$ cat src/rtl/wb_pkg.sv
// Shared constants for the writeback-select stage.
//   WB_SRC_*  : writeback source slot indices inside src_data
//   F3_*      : load funct3 codes understood by the load extender
package wb_pkg;

  localparam int unsigned WB_SRC_ALU = 0;
  localparam int unsigned WB_SRC_MEM = 1;
  localparam int unsigned WB_SRC_PC4 = 2;
  localparam int unsigned WB_SRC_IMM = 3;

  localparam logic [2:0] F3_LB  = 3'b000;
  localparam logic [2:0] F3_LH  = 3'b001;
  localparam logic [2:0] F3_LW  = 3'b010;
  localparam logic [2:0] F3_LBU = 3'b100;
  localparam logic [2:0] F3_LHU = 3'b101;

endpackage

$ cat src/rtl/load_extend.sv
// Combinational load aligner/extender for the Memoria writeback source.
// Ports:
//   word     in  XLEN  raw memory word
//   funct3   in  3     load type (LB/LH/LW/LBU/LHU)
//   byte_off in  2     load address [1:0]
//   ext      out XLEN  aligned and sign/zero-extended result
// Codes other than byte/half loads pass the word through unchanged.
module load_extend
  import wb_pkg::*;
#(
  parameter int unsigned XLEN = 32
) (
  input  logic [XLEN-1:0] word,
  input  logic [2:0]      funct3,
  input  logic [1:0]      byte_off,
  output logic [XLEN-1:0] ext
);

  logic [7:0]  byte_sel;
  logic [15:0] half_sel;

  always_comb begin
    unique case (byte_off)
      2'd0:    byte_sel = word[7:0];
      2'd1:    byte_sel = word[15:8];
      2'd2:    byte_sel = word[23:16];
      default: byte_sel = word[31:24];
    endcase
    // Halfword alignment ignores byte_off[0].
    half_sel = byte_off[1] ? word[31:16] : word[15:0];
  end

  always_comb begin
    case (funct3)
      F3_LB:   ext = {{(XLEN-8){byte_sel[7]}}, byte_sel};
      F3_LBU:  ext = {{(XLEN-8){1'b0}}, byte_sel};
      F3_LH:   ext = {{(XLEN-16){half_sel[15]}}, half_sel};
      F3_LHU:  ext = {{(XLEN-16){1'b0}}, half_sel};
      default: ext = word;
    endcase
  end

endmodule

$ cat src/rtl/wb_select_stage.sv
// MEM/WB pipeline stage: selects one of NSRC writeback sources and registers it,
// with stall/flush control, x0 write guard and a retired-instruction counter.
// Ports:
//   clk, rst              clock, synchronous active-high reset
//   in_valid, stall, flush  stage control (priority rst > flush > stall > capture)
//   WbSel                 source select; out-of-range selects 0
//   src_data              packed sources, slot k = [k*XLEN +: XLEN]
//   rd_in, RegWrite_in    destination register and write request
//   funct3, byte_off      load type/offset (only used with WB_LOAD_EXT_EN)
//   out_valid, out_wb_data, out_rd, out_we  registered stage outputs
//   retire_cnt            count of valid captures, wraps modulo 2**CNTW
// Configuration macro: WB_LOAD_EXT_EN enables load alignment/extension of the
// Memoria source; when undefined the Memoria word passes unchanged.
module wb_select_stage
  import wb_pkg::*;
#(
  parameter int unsigned XLEN = 32,
  parameter int unsigned NSRC = 4,
  parameter int unsigned SELW = 2,
  parameter int unsigned CNTW = 32
) (
  input  logic                 clk,
  input  logic                 rst,
  input  logic                 in_valid,
  input  logic                 stall,
  input  logic                 flush,
  input  logic [SELW-1:0]      WbSel,
  input  logic [NSRC*XLEN-1:0] src_data,
  input  logic [4:0]           rd_in,
  input  logic                 RegWrite_in,
  input  logic [2:0]           funct3,
  input  logic [1:0]           byte_off,
  output logic                 out_valid,
  output logic [XLEN-1:0]      out_wb_data,
  output logic [4:0]           out_rd,
  output logic                 out_we,
  output logic [CNTW-1:0]      retire_cnt
);

  logic [XLEN-1:0] sel_data;

`ifdef WB_LOAD_EXT_EN
  logic [XLEN-1:0] mem_ext;

  load_extend #(
    .XLEN (XLEN)
  ) u_load_extend (
    .word     (src_data[WB_SRC_MEM*XLEN +: XLEN]),
    .funct3   (funct3),
    .byte_off (byte_off),
    .ext      (mem_ext)
  );
`else
  logic unused_load_ctrl;
  assign unused_load_ctrl = ^{funct3, byte_off};
`endif

  // No slot matches when WbSel >= NSRC, leaving the zero default.
  always_comb begin
    sel_data = '0;
    for (int unsigned k = 0; k < NSRC; k++) begin
      if (WbSel == SELW'(k)) begin
        sel_data = src_data[k*XLEN +: XLEN];
      end
    end
`ifdef WB_LOAD_EXT_EN
    if (WbSel == SELW'(WB_SRC_MEM)) begin
      sel_data = mem_ext;
    end
`endif
  end

  always_ff @(posedge clk) begin
    if (rst) begin
      out_valid   <= 1'b0;
      out_wb_data <= '0;
      out_rd      <= '0;
      out_we      <= 1'b0;
      retire_cnt  <= '0;
    end else if (flush) begin
      out_valid   <= 1'b0;
      out_wb_data <= '0;
      out_rd      <= '0;
      out_we      <= 1'b0;
    end else if (!stall) begin
      out_valid   <= in_valid;
      out_wb_data <= sel_data;
      out_rd      <= rd_in;
      // Writes to x0 are suppressed so the register file never sees them.
      out_we      <= in_valid & RegWrite_in & (rd_in != 5'd0);
      if (in_valid) begin
        retire_cnt <= retire_cnt + CNTW'(1);
      end
    end
  end

endmodule

$ cat config.mk
export PLATFORM = sky130hd
export DESIGN_NAME = wb_select_stage
export DESIGN_NICKNAME = d
export VERILOG_FILES = /design/src/rtl/wb_pkg.sv /design/src/rtl/load_extend.sv /design/src/rtl/wb_select_stage.sv
export SDC_FILE = /design/constraint.sdc
export NUM_CORES = 1
export LEC_CHECK = 0
export ABC_AREA = 1
export CELL_PAD_IN_SITES_DETAIL_PLACEMENT = 0
export CELL_PAD_IN_SITES_GLOBAL_PLACEMENT = 2
export CORE_ASPECT_RATIO = 1.1
export CORE_MARGIN = 2
export CORE_UTILIZATION = 21
export DETAILED_ROUTE_END_ITERATION = 10
export PLACE_DENSITY = 0.84
export SYNTH_ARGS = -nofsm -noshare
export SYNTH_HDL_FRONTEND = slang
export SYNTH_SLANG_ARGS = --single-unit
$ cat constraint.sdc
create_clock -name clk -period 3.3 [get_ports clk]
set_input_delay 0.495 -clock clk [delete_from_list [all_inputs] [get_ports clk]]
set_output_delay 0.495 -clock clk [all_outputs]
set_load 0.005 [all_outputs]
==> summary.md <==
| Metric | Value |
|---|---|
| Endpoints failing setup | 0 |
| Post CTS Setup Buffer Count | 0 |
| R2R setup slack | 1.75 ns |
| Largest area contributor in the netlist | dfxtp_1 |
| Critical R2R Capture | retire_cnt[27] |
| Mux contribution to synthesized area | 0 |
| CP Launch Type | primary input |
| Fmax | 423 MHz |
| Synth Area in Compound Gates | 0.181 |
| Hpwl dp | 13100 um |
| Worst EP arrival | 2.63 ns |
| Status | complete, no violations |
| CP Launch Point | WbSel[1] |
| Hold Path End | out_valid |
| Final hold vios | 0 |
| Most frequent cells in the layout | clkdlybuf4s50_1, nand2_1, dfxtp_1, o21ai_0, nor2_1 |
| Post-synthesis cell area | 4000 um^2 |
| DRT iter0 DRCs | 185 |
| Die ar. | 20200 um^2 |
| Register area share after synthesis | 0.355 |
| Deepest clock path buffer count | 2 |
| Hold Path Stages | 2 |
| Synth cell types | 27 |
| Commonest non-fill, non-tap cell in the layout | clkdlybuf4s50_1 |
| Min-delay worst type | reg2reg |
| DP Worst Slack | 0.507 ns |
| Starting density of the core | 0.216 |
| CORE AREA | 18500 um^2 |
| Largest net degree at the start of global routing | 74 |
| Critical path type | in2reg |
| First-pass GRT wire length | 26200 um |
| CTS clk-pin slew, worst paths | 0.05 ns |
| Num CTS Buffers | 9 |
| Cell Pwr Density | 333 nW/um^2 |
| IO Pins | 217 |
| Peak supply drop | 0.236 mV |
| Final Skew | 0.00674 ns |
| Yosys warns | 0 |
| Residual DRC count | 0 |
| Critical Path RT | 3.56 ns |
| Synthesized netlist cell count | 615 |
| RSZ-0062 raised after global routing | no |
| DR vias | 4730 |
| CP endpoint kind | flop |
| Pleak | 2.43 nW |
| Largest family of logic cells by synthesized area | simple AND/OR/NAND/NOR gates |
| Syn avg cell area | 6.51 um^2 |
| Hold path start | out_valid |
| Worst R2R Start | retire_cnt[2] |
| Number of cells on the worst reg-to-reg path | 7 |
| Row count | 52 |
| Vias per cell | 4.46 |
| Remaining Overflow, GRT | 0 |
| Setup TNS | 0 ns |
| Vias in the first global route | 4684 |
| Die Height | 149 um |
| Max FO, Critical Path | 32 |
| Synth Register Bits | 71 |
| Clk_lat worst skew | 0.34 ns |
| Adder-cell share of the synthesized area | 0.00313 |
| Pins over their slew limit | 0 |
| Share of the synthesized area in the top cell type | 0.355 |
| Gr usage total | 0.172 |
| Filler Cell Count | 2054 |
| Initial antenna violation count | 1 |
| Slew headroom | 0.454 |
| CTS tree | built |
| Setup ws final | 0.936 ns |
| Nets | 959 |
| Clock sinks | 71 |
| Clock Tree Root | clkbuf_16 |
| Post-CTS sizing | 0 |
| Worst slew pin tran | 0.817 ns |
| Gpl congestion | 0.844 |
| Fraction of the mapped netlist area in simple logic gates | 0.369 |
| Layout cell share with drive strength beyond 1 | 0.0576 |
| XOR/XNOR share of the synthesized area | 0.00657 |
| H-tree depth | 3 |
| Routed Antenna Nets | 0 |
| WL/cell | 16.1 um |
| Period minus WS final | 2.36 ns |
| DRT Pass-1 Iters | 4 |
| Total wire length | 17000 um |
| Die W | 136 um |
| Top post-synthesis cells by area | dfxtp_1, nand2_1, o21ai_0 |
| Final worst path period share | 0.716 |
| # hold bufs at CTS | 0 |
| Area Growth Syn to Fin | 64.6% |
| Post-synth net total | 762 |
| Port bufs | 211 |
| Max-cap violations | 0 |
## cell families (layout without fill, tap and decap cells)
family	after synthesis	count (layout)
other	0	1
XOR/XNOR	3	3
AO/OA/AOI/OAI	143	143
AND/OR/NAND/NOR	315	315
adder cells (fa/ha/maj)	1	1
flip-flops	71	71
buffers and inverters	82	283
## synth_stat cells (all sizes together)
cell type	n
buf	18
clkbuf	14
nor2	77
dfxtp	71
a31oi	1
o21a	1
o21ai	87
nor2b	1
xor2	3
nor3	2
nand2	144
a21oi	52
inv	50
o21bai	2
nand3	57
nand4	34
ha	1
## state kept, by name, indices dropped and copies added (netlist names)
register     flops
out_valid        1
retire_cnt      32
out_wb_data     32
out_we           1
out_rd           5
## layout make-up
type                    instances  area [um^2]  share of cell area
multi-input cells             462         2240               0.341
repair buffers                218         2160               0.329
flip-flops and latches         71         1420               0.216
well taps                     243          304              0.0462
clock buffers                  14          254              0.0386
inverters                      50          190              0.0289
clock inverters                 1         5.00            0.000760
diodes                          1         2.50            0.000380
## power by group
group / switching [mW] / total [mW] / internal [mW] / leakage [nW]
clock network: 0.376 / 0.902 / 0.526 / 0.127
registers: 0.0117 / 0.891 / 0.880 / 0.577
logic: 0.165 / 0.399 / 0.234 / 1.73
total: 0.553 / 2.19 / 1.64 / 2.43
## metal layers
metal	part of all wire	up-vias	track usage
met1	0.42	2069	0.211
met3	0.098	17	0.0703
li1	-	2450	-
met5	0.00076	-	0
met2	0.47	192	0.280
met4	0.010	2	0.0417
## through the flow
stage	hold WS, ns	total power [mW]	utilization	cells	cell area, um^2
floorplan	0.460	1.05	-	615	4000
global placement	0.453	1.31	0.341	1044	6320
detailed placement	0.464	1.31	0.341	1044	6320
CTS	0.472	2.23	0.355	1059	6580
global route	0.495	2.29	0.355	1059	6580
finish	0.468	2.19	0.355	1060	6590
## worst max path at each step
stage | to | slack, ns | cells after the start
4_1_cts | out_wb_data[6] | 0.87 | 7
6_report | out_wb_data[9] | 0.94 | 7
3_5_place_dp | out_wb_data[6] | 0.51 | 7
3_3_place_gp | out_wb_data[28] | 0.54 | 7
5_1_grt | out_wb_data[2] | 0.71 | 7
2_1_floorplan | out_wb_data[3] | 1.92 | 6
## critical path, cell delays in order
cell and delay [ns]:
clkdlybuf4s50_1 0.75, inv_4 0.21, nor2_4 0.67, nand2_1 0.10
nand4_1 0.09, o21ai_0 0.13, a21oi_1 0.17
(Power assumes the default switching activity.)
